==> config.mk <==
export PLATFORM = sky130hd
export DESIGN_NAME = fdtd_ez_sweep_ctrl
export DESIGN_NICKNAME = d
export VERILOG_FILES = /design/src/rtl/fdtd_ez_sweep_ctrl.sv
export SDC_FILE = /design/constraint.sdc
export NUM_CORES = 1
export LEC_CHECK = 0
export ABC_CLOCK_PERIOD_IN_PS = 4700
export CORE_UTILIZATION = 60
export CTS_CLUSTER_DIAMETER = 100
export CTS_CLUSTER_SIZE = 24
export DETAILED_ROUTE_END_ITERATION = 8
export MAX_ROUTING_LAYER = met4
export PLACE_DENSITY_LB_ADDON = 0.1
export REMOVE_ABC_BUFFERS = 1
export SLEW_MARGIN = 20
export SYNTH_ARGS = -nofsm -noshare
export SYNTH_HDL_FRONTEND = slang
export SYNTH_SLANG_ARGS = --single-unit
==> constraint.sdc <==
create_clock -name CLK -period 4.7 [get_ports CLK]
set_input_delay 0.94 -clock CLK [delete_from_list [all_inputs] [get_ports CLK]]
set_output_delay 0.94 -clock CLK [all_outputs]
set_load 0.05 [all_outputs]
==> src/rtl/fdtd_ez_sweep_ctrl.sv <==
// Sweep sequencer for the pipelined FDTD Ez update. It reads Hy/Ez for cells 0..NX-1,
// follows each index through the read and datapath latency, and issues the Ez write-backs.
module fdtd_ez_sweep_ctrl #(
  parameter int ADDR_W   = 10,
  parameter int RD_LAT   = 1,
  parameter int PIPE_LAT = 6,
  parameter int SWEEP_W  = 16
) (
  input  logic               CLK,
  input  logic               RST_N,
  input  logic               start_i,
  input  logic               abort_i,
  input  logic [ADDR_W:0]    nx_i,
  output logic               busy_o,
  output logic               done_o,
  output logic               hy_rd_en_o,
  output logic [ADDR_W-1:0]  hy_rd_addr_o,
  output logic               ez_rd_en_o,
  output logic [ADDR_W-1:0]  ez_rd_addr_o,
  output logic               calc_clken_o,
  output logic               ez_wr_en_o,
  output logic [ADDR_W-1:0]  ez_wr_addr_o,
  output logic [SWEEP_W-1:0] sweep_cnt_o
);

  localparam int DLY = RD_LAT + PIPE_LAT;
  localparam logic [ADDR_W:0] MAX_NX = {1'b1, {ADDR_W{1'b0}}};
  localparam logic [ADDR_W:0] NX_ONE = (ADDR_W + 1)'(1);
  localparam logic [ADDR_W:0] NX_TWO = (ADDR_W + 1)'(2);

  typedef enum logic [1:0] {IDLE, RUN, DRAIN, DONE} state_t;

  state_t            state;
  logic [ADDR_W:0]   nx_q;
  logic [ADDR_W:0]   nx_eff;
  logic              rd_en;
  logic [ADDR_W-1:0] rd_addr;
  logic              last_rd;
  logic              wr_cand;
  logic              flush;
  logic              pending;
  logic [RD_LAT-1:0] clken_line;
  logic [DLY-1:0]    vld_line;
  logic [ADDR_W-1:0] addr_line [DLY];

  // Pending means something is still in flight after the entry now leaving the last stage.
  always_comb begin
    nx_eff  = (nx_i > MAX_NX) ? MAX_NX : nx_i;
    last_rd = ({1'b0, rd_addr} == (nx_q - NX_ONE));
    wr_cand = rd_en && (rd_addr != '0);
    flush   = abort_i && ((state == RUN) || (state == DRAIN));
    pending = |vld_line[DLY-2:0];
  end

  always_ff @(posedge CLK or negedge RST_N) begin
    if (!RST_N) begin
      state       <= IDLE;
      nx_q        <= '0;
      busy_o      <= 1'b0;
      done_o      <= 1'b0;
      rd_en       <= 1'b0;
      rd_addr     <= '0;
      sweep_cnt_o <= '0;
    end else begin
      done_o <= 1'b0;
      case (state)
        IDLE: begin
          if (start_i && !abort_i) begin
            nx_q    <= nx_eff;
            busy_o  <= 1'b1;
            rd_addr <= '0;
            if (nx_eff >= NX_TWO) begin
              state <= RUN;
              rd_en <= 1'b1;
            end else begin
              state <= DRAIN;
            end
          end
        end
        RUN: begin
          if (abort_i) begin
            state  <= IDLE;
            rd_en  <= 1'b0;
            busy_o <= 1'b0;
          end else if (last_rd) begin
            state <= DRAIN;
            rd_en <= 1'b0;
          end else begin
            rd_addr <= rd_addr + ADDR_W'(1);
          end
        end
        DRAIN: begin
          if (abort_i) begin
            state  <= IDLE;
            busy_o <= 1'b0;
          end else if (!pending) begin
            state       <= DONE;
            done_o      <= 1'b1;
            sweep_cnt_o <= sweep_cnt_o + SWEEP_W'(1);
          end
        end
        default: begin
          state  <= IDLE;
          busy_o <= 1'b0;
        end
      endcase
    end
  end

  // Addresses only advance alongside a valid entry, so the write address holds between writes.
  always_ff @(posedge CLK or negedge RST_N) begin
    if (!RST_N) begin
      clken_line <= '0;
      vld_line   <= '0;
      for (int i = 0; i < DLY; i++) addr_line[i] <= '0;
    end else if (flush) begin
      clken_line <= '0;
      vld_line   <= '0;
    end else begin
      clken_line[0] <= rd_en;
      for (int i = 1; i < RD_LAT; i++) clken_line[i] <= clken_line[i-1];
      vld_line[0] <= wr_cand;
      if (wr_cand) addr_line[0] <= rd_addr;
      for (int i = 1; i < DLY; i++) begin
        vld_line[i] <= vld_line[i-1];
        if (vld_line[i-1]) addr_line[i] <= addr_line[i-1];
      end
    end
  end

  assign hy_rd_en_o   = rd_en;
  assign hy_rd_addr_o = rd_addr;
  assign ez_rd_en_o   = rd_en;
  assign ez_rd_addr_o = rd_addr;
  assign calc_clken_o = clken_line[RD_LAT-1];
  assign ez_wr_en_o   = vld_line[DLY-1];
  assign ez_wr_addr_o = addr_line[DLY-1];

endmodule

### After elaboration in Yosys (flattened, before gate mapping)

Index checks and enable logic that the tools add are counted.

* register bits after elaboration: 120
* latch bits: 0
* RAM bits: 0
* memory bits (read-only): 0
* input port bits: 15
* word-level logic and storage cells: 82
* memories kept: 0

* add/sub/neg operators: 3
* multipliers: 0
* div/mod/pow operators: 0
* magnitude comparators: 2
* eq/ne operators: 10
* shift-type cells: 0
* mux-type cells: 25
* bitwise operators: 3
* reductions and logical operators: 23

Operator list (number)
* $mux 10: 3
* $pmux 10 s2: 1
* $reduce_and 2->1: 9
* $add 16x1->16 const B: 1
* $mux 2: 6
* $eq 10x11->1: 1
* $ge 11x2->1 const B: 1
* $gt 11x11->1 const B: 1
* $mux 11: 1
* $sub 11x1->11 const B: 1
* $add 10x1->10 const B: 1
* $mux 1: 10
* $reduce_bool 10->1: 1
* $ne 2x2->1 const B: 4
* $reduce_and 4->1: 2
* $mux 7: 1
* $ne 3x3->1 const B: 2
* $pmux 2 s3: 1
* $reduce_and 3->1: 2
* $reduce_or 6->1: 1
* $pmux 1 s2: 2
* $logic_and 1x1->1: 3
* $not 1->1: 3
* $eq 2x1->1 const B: 1
* other kinds (7): 7

### Longest topological paths before layout

Gate-level depths: netlist of the first run.

* word-level depth: 6
* depth in mapped cells: 10
* gate-level depth less buffers: 9

### Least setup slack after synthesis of the first run

Ideal clock, no wire load.

* path kind: in2reg
* start point: input port abort_i
* end point: register sweep_cnt_o[13]
* data arrival time: 2.538 ns
* setup slack: 2.021 ns
* stages on the path: 8
* cells stage by stage: clkbuf_1 nand2b_1 nor4_4 nand4_1 nor2_1 and4_1 nand4_1 xnor2_1

* cells in the longest elaborated chain, start to end: 2

RTL lines
* start: declaration: RTL line 12 `input logic abort_i,`
* $not 1->1 (no line)
* $reduce_and 3->1 (no line)
* end signal: assignment: RTL line 99 `sweep_cnt_o <= sweep_cnt_o + SWEEP_W'(1);`
* end: declaration: RTL line 23 `output logic [SWEEP_W-1:0] sweep_cnt_o`

No other way between the ends.
A chain may end at the register's enable or synchronous reset.

### Final worst setup path of the first run

* start point: register nx_q[0]
* end point: register rd_addr[6], in the netlist ez_rd_addr_o[6]

* cells in the longest elaborated chain, start to end: 4

RTL lines
* start: declaration: RTL line 34 `logic [ADDR_W:0] nx_q;`
* start signal: assignment: RTL line 69 `nx_q <= nx_eff;`
* $sub 11x1->11: RTL line 49 `last_rd = ({1'b0, rd_addr} == (nx_q - NX_ONE));`
* $eq 10x11->1: RTL line 49
* $ne 2x2->1 (no line)
* $reduce_and 4->1 (no line)
* end signal: assignment: RTL line 89 `rd_addr <= rd_addr + ADDR_W'(1);`
* end: declaration: RTL line 37 `logic [ADDR_W-1:0] rd_addr;`

No other way between the ends.

==> results of run 1 <==
cell type report:
type	count	area, um2
clock inverter	13	194
multi-input combinational	291	2270
tap	108	135
timing repair buffer	70	688
sequential	120	3000
clock buffer	18	428
inverter	10	37.5
fill	569	2100
power by group through the flow:
stage,combinational [uW],sequential [uW],clock [uW]
finish,1400,1430,1350
global route,1520,1460,1410
CTS,1410,1430,1360
detailed placement,1390,1440,0
global placement,1350,1430,0
floorplan,805,1620,0
per-stage QoR:
| stage | cells | hold WS, ns | utilization |
|---|---|---|---|
| 2_1_floorplan | 421 | 0.460 | - |
| 3_3_place_gp | 599 | 0.464 | 0.693 |
| 3_5_place_dp | 599 | 0.462 | 0.693 |
| 4_1_cts | 630 | 0.347 | 0.763 |
| 5_1_grt | 630 | 0.364 | 0.763 |
| 6_report | 630 | 0.345 | 0.763 |
metal layers:
metal / share of wire / vias to the layer above / wire length [um] / GRT usage
met3: 0.039 / 14 / 414 / 0.0551
met4: 0.012 / 0 / 125 / 0.0930
met2: 0.51 / 94 / 5400 / 0.404
li1: - / 1707 / - / -
met1: 0.44 / 1796 / 4720 / 0.327
met5: 0 / - / 0 / -
kinds of logic after synthesis:
| family | count (synthesis) | share of synthesized area |
|---|---|---|
| flip-flops | 120 | 0.540 |
| AO/OA/AOI/OAI | 55 | 0.0668 |
| XOR/XNOR | 27 | 0.0425 |
| multiplexers | 77 | 0.155 |
| buffers and inverters | 54 | 0.0526 |
| adder cells (fa/ha/maj) | 8 | 0.0180 |
| AND/OR/NAND/NOR | 124 | 0.125 |
cells in the mapped netlist, drive strengths merged, types with 2 or more instances:
master	number	area [um2]
a311oi	2	23.8
nor3	5	30.0
nand4b	3	26.3
dfrtp	120	3000
nand4	13	87.6
inv	10	37.5
mux2i	5	50.1
ha	8	100
mux2	72	815
buf	25	184
a22o	2	17.5
a31oi	5	31.3
nor4	7	73.8
and3	2	12.5
a21oi	5	25.0
o21a	3	22.5
or2	4	25.0
xor2	11	96.3
nor2	26	97.6
o21ai	24	120
and2	10	62.6
or3	5	31.3
a41o	5	50.1
nand2b	12	75.1
nand3	6	30.0
or4	2	18.8
clkbuf	19	71.3
xnor2	16	140
nand2	26	97.6
worst max-delay path: stages (launching register included):
cell and delay (ns):
dfrtp_1 0.42, inv_1 0.09, ha_1 0.30, or4b_1 0.55
a2111oi_0 0.48, a41o_1 0.16, a22o_1 0.21, nand4_2 0.35
nand4_1 0.25, mux2i_1 0.21
registers in the layout (all words and copies together) (netlist names):
| signal | count |
|---|---|
| nx_q | 11 |
| state | 2 |
| addr_line | 60 |
| ez_rd_en_o | 1 |
| done_o | 1 |
| calc_clken_o | 1 |
| vld_line | 7 |
| ez_wr_addr_o | 10 |
| ez_rd_addr_o | 10 |
| busy_o | 1 |
| sweep_cnt_o | 16 |
worst min-delay path by stage:
stage	startpoint	cells past startpoint	to
6_report	RST_N	1	sweep_cnt_o[15]$_DFFE_PN0P_
5_1_grt	RST_N	1	sweep_cnt_o[15]$_DFFE_PN0P_
4_1_cts	RST_N	1	sweep_cnt_o[15]$_DFFE_PN0P_
3_5_place_dp	sweep_cnt_o[15]$_DFFE_PN0P_	1	sweep_cnt_o[15]$_DFFE_PN0P_
3_3_place_gp	sweep_cnt_o[15]$_DFFE_PN0P_	1	sweep_cnt_o[15]$_DFFE_PN0P_
2_1_floorplan	addr_line[63]$_DFFE_PN0P_	1	addr_line[63]$_DFFE_PN0P_
==> impl_metrics.yaml, run 1 <==
timing:
  setup_tns_ns: 0
  min_period_ns: 3.10
  max_freq_mhz: 323
  finalHoldViolCount: 0
  slew_viol_final: 0
  rsz0062_at_grt: "no"
  timing.max_slew.rel_slack: 0.564
  fin_skew_ns: 0.0113
  tightest_slew_ns: 0.654
  finalCritPeriodShare: 0.660
  setup_slack_ns: 1.60
  final-setup-viol-count: 0
critical_path:
  cp-endpoint: "ez_rd_addr_o[6]$_DFFE_PN0P_"
  required_ns: 5.13
  cp_max_fo: 14
  cp-startpoint: "nx_q[0]$_DFFE_PN0P_"
  rrSetupSlack_ns: 1.60
  rr_worst_depth: 9
  cp-end-kind: "register"
  cp-start-kind: "register"
  worstPathArrival_ns: 3.53
  rr_startpoint: "nx_q[0]$_DFFE_PN0P_"
  criticalPathCategory: "reg -> reg"
  rr_endpoint: "ez_rd_addr_o[6]$_DFFE_PN0P_"
clocking:
  cts_root_buf: "clkbuf_8"
  cts.reportedPaths.clkPinSlew_ns: 0.06
  cts_sinks: 120
  cts_tree: "yes"
  cts_setup_buffers: 0
  clk_latency_ns: 0.51
  clockBufferDepth: 2
  ctsHoldBuffers: 0
  cts_resized: 0
  cts-htree-levels: 4
  cts-buffers-inserted: 17
grt:
  antenna_found_initial: 0
  first_global_vias: 3668
  grt_max_degree: 54
  grt_pass1_wl_um: 18500
  grtUsageTotal: 0.255
  grt-ovfl-total: 0
job:
  max-cap-violations: 0
power:
  vdd_ir_drop_max_mv: 0.387
  p_clk_frac: 0.323
  power.switching_uw: 1500
  p_leak_uw: 0.00319
  totalPowerFinal_uw: 4180
  p_int_uw: 2680
  p_comb_frac: 0.335
  pwr-share-seq: 0.342
  power_density_nw_per_um2: 620
  switching_share: 0.358
final_layout:
  most-common-layout-cells: "120 x dfrtp_1, 71 x mux2_2, 65 x clkdlybuf4s50_1"
  drive_gt1_frac: 0.230
  finalNetCount: 533
  final_common_cell: "dfrtp_1"
  n_antenna_cell: 0
  design_area_um2: 6750
  syn_to_final_growth_pct: 21.4
placed_design:
  io_buffers: 66
  pre_cts_slack_ns: 1.40
  postPlaceCellArea_um2: 6130
  gp_congestion: 0.887
  hpwl_um: 7010
synth:
  yosysWarningCount: 0
  synth_area_um2: 5560
  synth-main-ff-cell: "dfrtp_1"
  ys_seq_area_frac: 0.540
  synth_cell_types: 50
  synthArstFlopShare: 1.00
  syn_avg_cell_area_um2: 12.0
  synth_seq_cells: 120
  postSynthCellCount: 465
  synth_edf_count: 0
floorplan:
  die_area_um2: 9660
  die_h_um: 98.3
  die_w_um: 98.3
  num_rows: 34
  initial_utilization: 0.629
  coreArea_um2: 8850
  ios: 67
outcome:
  status: "complete, no violations"
routing:
  drcViolationCount: 0
  wl_um: 10700
  drt-initial-drc-count: 131
  vias_per_cell: 5.73
  vias: 3611
  postRouteAntennaNets: 0
  drt-pass1-iter-count: 6
  wl_per_cell_um: 16.9
worst_hold_path:
  min_path_type: "in -> async"
Power figures use the tool's default switching activity.
==> run 2: changes to the inputs <==
ABC_CLOCK_PERIOD_IN_PS = 2900   (was 4700)
CORE_UTILIZATION = 56   (was 60)
clock period = 2.9 ns   (was 4.7 ns; I/O delays follow)
==> impl_metrics.yaml, run 2 (synthesis results as in run 1) <==
final_layout:
  top_register: "addr_line"
  n_antenna_cell: 0
  final_common_cell: "dfrtp_1"
  multi_input_area_um2: 2280
  nFillCells: 691
  finalNetCount: 539
  syn_to_final_growth_pct: 23.1
  drive_gt1_frac: 0.238
  largest_register_ffs: 60
  design_area_um2: 6850
  top_regs: "addr_line x60, sweep_cnt_o x16, nx_q x11"
  most-common-layout-cells: "120 x dfrtp_1, 71 x mux2_2, 65 x clkdlybuf4s50_1"
  seqCellArea_um2: 3000
floorplan:
  ios: 67
  die_area_um2: 10300
  die_w_um: 102
  initial_utilization: 0.574
  die_h_um: 102
  num_rows: 36
  coreArea_um2: 9680
grt:
  grt_use_met3: 0.0545
  grt_pass1_wl_um: 17800
  grt_use_met1: 0.278
  grtUsageTotal: 0.235
  grt_max_degree: 50
  first_global_vias: 3670
  grt-ovfl-total: 0
  top_usage_layer: "met2"
  grt_util_met2: 0.388
  antenna_found_initial: 0
clocking:
  cts_root_buf: "clkbuf_8"
  cts_setup_buffers: 0
  cts_tree: "yes"
  cts-buffers-inserted: 17
  ctsHoldBuffers: 0
  cts_sinks: 120
  cts.reportedPaths.clkPinSlew_ns: 0.06
  clk_latency_ns: 0.51
  clockBufferDepth: 2
  cts-htree-levels: 4
critical_path:
  required_ns: 3.29
  criticalPathCategory: "reg -> reg"
  worstPathArrival_ns: 3.12
  cpLargestDelayFamily: "compound AO/OA/AOI/OAI gates"
  critPathMaxStageDelay_ns: 0.52
  cp-startpoint: "nx_q[0]$_DFFE_PN0P_"
  cp_slowest_cell: "or4b_1"
  crit_chain: "inv_1 > ha_1 > or4b_1 > a2111oi_1 > a41o_1 > a22o_1 > a311oi_2 > nor3_2 > mux2_4"
  cp-end-kind: "register"
  cp-start-kind: "register"
  crit_buf_inv: 1
  rr_startpoint: "nx_q[0]$_DFFE_PN0P_"
  cp_max_fo: 5
timing:
  min_period_ns: 2.73
  rsz0062_at_grt: "no"
  tightest_slew_ns: 0.637
  slew_viol_final: 0
  fin_skew_ns: 0.00968
  finalHoldViolCount: 0
  setup_tns_ns: 0
  timing.max_slew.rel_slack: 0.574
  final-setup-viol-count: 0
  max_freq_mhz: 366
  finalCritPeriodShare: 0.942
worst_hold_path:
  min_path_type: "in -> async"
power:
  power_density_nw_per_um2: 978
  p_leak_uw: 0.00323
  vdd_ir_drop_max_mv: 0.586
placed_design:
  hpwl_um: 7190
  postPlaceCellArea_um2: 6230
  gp_congestion: 0.822
  io_buffers: 66
routing:
  postRouteAntennaNets: 0
  vias: 3635
  drt-pass1-iter-count: 4
  vias_per_cell: 5.49
  wl_per_cell_um: 15.9
  drcViolationCount: 0
  wl_um: 10500
  drt-initial-drc-count: 103
job:
  max-cap-violations: 0
outcome:
  status: "complete, no violations"
run 2: path summary, 6_finish.rpt:
| path | slack, ns | cells after the start | end |
|---|---|---|---|
| worst max-delay path | 0.17 | 9 | state[1]$_DFFE_PN0P_ |
| worst min-delay path | 0.08 | 1 | sweep_cnt_o[11]$_DFFE_PN0P_ |
| worst max register to register | 0.17 | 9 | state[1]$_DFFE_PN0P_ |
| worst min register to register | 0.47 | 1 | sweep_cnt_o[15]$_DFFE_PN0P_ |
| max in group asynchronous | 2.14 | 2 | ez_rd_en_o$_DFFE_PN0P_ |
| min in group CLK | 0.47 | 1 | sweep_cnt_o[15]$_DFFE_PN0P_ |
run 2: what timing repair did:
item	4_1_cts	5_1_grt
gates resized for setup	0	2
endpoints found under the setup margin	0	5
endpoints found under the hold margin	0	0
run 2: per-stage QoR:
step	setup WS [ns]	utilization	std cells	hold WS, ns	total power (uW)
after floorplan	0.206	-	421	0.284	3930
after CTS	0.0752	0.706	662	0.0854	6740
after global routing	0.0480	0.707	662	0.108	7060
final	0.167	0.707	662	0.0801	6700
after detailed placement	0.0891	0.644	630	0.469	4620
after global placement	0.231	0.644	630	0.459	4560
run 2: where the power goes:
| part | total (uW) | switching (uW) | internal [uW] |
|---|---|---|---|
| Sequential | 2300 | 300 | 2000 |
| Clock | 2090 | 711 | 1370 |
| Combinational | 2310 | 1350 | 954 |
run 2: layout make-up:
type	count	share of cell area
Inverter	10	0.00548
Multi-Input combinational cell	291	0.333
Tap cell	133	0.0243
Clock inverter	11	0.0214
Timing Repair Buffer	76	0.111
Clock buffer	21	0.0671
Sequential cell	120	0.439
run 2: layer usage:
metal / up-vias / share of wire
li1: 1723 / -
met1: 1829 / 0.45
met2: 77 / 0.52
met3: 6 / 0.027
met4: 0 / 0.0092
met5: - / 0
==> run 3: changes to the inputs <==
ABC_CLOCK_PERIOD_IN_PS = 3500   (was 2900)
CORE_MARGIN = 10   (was default)
CORE_UTILIZATION = 60   (was 56)
clock period = 3.5 ns   (was 2.9 ns; I/O delays follow)
==> impl_metrics.yaml, run 3 (synthesis results as in run 1) <==
final_layout:
  final_common_cell: "dfrtp_1"
  syn_to_final_growth_pct: 21.1
  most-common-layout-cells: "120 x dfrtp_1, 71 x mux2_2, 65 x clkdlybuf4s50_1"
  top_regs: "addr_line x60, sweep_cnt_o x16, nx_q x11"
  seqCellArea_um2: 3000
  design_area_um2: 6740
  nFillCells: 612
  finalNetCount: 533
  top_register: "addr_line"
  multi_input_area_um2: 2270
  n_antenna_cell: 0
  largest_register_ffs: 60
  instances_no_fill: 634
  drive_gt1_frac: 0.229
outcome:
  status: "complete, no violations"
power:
  vdd_ir_drop_max_mv: 0.630
  power_density_nw_per_um2: 818
  p_leak_uw: 0.00318
floorplan:
  initial_utilization: 0.608
  coreArea_um2: 9150
  num_rows: 35
  die_h_um: 116
  die_area_um2: 13500
  die_w_um: 116
  ios: 67
placed_design:
  dp_cells: 602
  hpwl_um: 7510
  gp_congestion: 0.868
  io_buffers: 66
  postPlaceCellArea_um2: 6150
critical_path:
  rr_startpoint: "nx_q[0]$_DFFE_PN0P_"
  cp_max_fo: 14
  rrSetupSlack_ns: 0.39
  rr_worst_depth: 9
  crit_chain: "inv_1 > ha_1 > or4b_1 > a2111oi_0 > a41o_1 > a22o_1 > nand4_2 > nand2_1 > mux2i_1"
  cp_slowest_cell: "or4b_1"
  cpLargestDelayFamily: "simple AND/OR/NAND/NOR gates"
  cp-end-kind: "register"
  crit_buf_inv: 1
  criticalPathCategory: "reg -> reg"
  critPathMaxStageDelay_ns: 0.54
  rr_endpoint: "ez_rd_addr_o[1]$_DFFE_PN0P_"
  required_ns: 3.93
  worstPathArrival_ns: 3.55
  cp-start-kind: "register"
timing:
  final-setup-viol-count: 0
  finalHoldViolCount: 0
  max_freq_mhz: 321
  rsz0062_at_grt: "no"
  setup_tns_ns: 0
  slew_viol_final: 0
  timing.max_slew.rel_slack: 0.635
  finalCritPeriodShare: 0.890
  min_period_ns: 3.11
  tightest_slew_ns: 0.547
  fin_skew_ns: 0.00922
clocking:
  clk_latency_ns: 0.52
  cts.reportedPaths.clkPinSlew_ns: 0.06
  clockBufferDepth: 2
  cts_setup_buffers: 0
  ctsHoldBuffers: 0
  cts-htree-levels: 4
  cts_sinks: 120
  cts_resized: 0
  cts-buffers-inserted: 17
  cts_tree: "yes"
  cts_root_buf: "clkbuf_8"
routing:
  drt-initial-drc-count: 140
  postRouteAntennaNets: 0
  wl_um: 10900
  vias_per_cell: 5.73
  vias: 3630
  drt-pass1-iter-count: 4
  drcViolationCount: 0
  wl_per_cell_um: 17.1
job:
  max-cap-violations: 0
grt:
  antenna_found_initial: 0
  grt_max_degree: 77
  grtUsageTotal: 0.180
  grt-ovfl-total: 0
  first_global_vias: 3865
  grt_pass1_wl_um: 18800
worst_hold_path:
  min_path_type: "in -> async"
-- run 3: cell count changes in the layout (fill, tap and decap cells not counted) --
cell,before,now
buf_4,9,4
clkbuf_8,4,1
inv_6,0,3
a2111oi_0,0,1
a2111oi_1,1,0
buf_12,2,1
nand4_2,0,1
nand4_4,1,0
-- run 3: area by class of cell --
class | instances | area share
sequential | 120 | 0.446
multi-input combinational | 291 | 0.336
timing repair buffer | 70 | 0.104
clock buffer | 18 | 0.0620
clock inverter | 14 | 0.0256
tap | 111 | 0.0206
inverter | 10 | 0.00557
-- run 3: worst max path at each step --
stage	start	to	slack, ns	depth (start not counted)
3_5_place_dp	nx_q[0]$_DFFE_PN0P_	ez_rd_addr_o[1]$_DFFE_PN0P_	0.57	9
6_report	nx_q[0]$_DFFE_PN0P_	ez_rd_addr_o[1]$_DFFE_PN0P_	0.39	9
2_1_floorplan	ez_rd_addr_o[8]$_DFFE_PN0P_	state[1]$_DFFE_PN0P_	0.81	7
3_3_place_gp	abort_i	sweep_cnt_o[13]$_DFFE_PN0P_	0.65	9
5_1_grt	nx_q[0]$_DFFE_PN0P_	ez_rd_addr_o[1]$_DFFE_PN0P_	0.17	9
4_1_cts	nx_q[0]$_DFFE_PN0P_	ez_rd_addr_o[1]$_DFFE_PN0P_	0.46	9
-- run 3: worst reg2reg max path, delay by kind of cell (launching register included) --
family / cells / cell delay (ns)
simple gates: 3 / 1.18
compound gates: 3 / 0.85
flops: 1 / 0.42
fa+ha+maj: 1 / 0.27
mux: 1 / 0.23
buf+inv: 1 / 0.07
-- run 3: layer usage --
metal	track usage	vias up	wire (um)
li1	-	1705	-
met5	-	-	0
met2	0.291	94	5390
met3	0.0457	18	486
met1	0.212	1813	4840
met4	0.0734	0	142
-- run 3: where the power goes --
part | internal, uW | switching [uW] | leakage [uW]
Clock | 1090 | 632 | 0.000286
Combinational | 767 | 1110 | 0.00127
Sequential | 1660 | 253 | 0.00163
Total | 3520 | 1990 | 0.00318
-- run 3: metrics by stage --
step	worst slack, ns	total power [uW]	util	hold slack, ns
6_report	0.386	5510	0.736	0.165
5_1_grt	0.170	5810	0.736	0.203
4_1_cts	0.455	5550	0.736	0.168
3_5_place_dp	0.569	3800	0.672	0.485
3_3_place_gp	0.650	3740	0.672	0.467
2_1_floorplan	0.806	3260	-	0.404
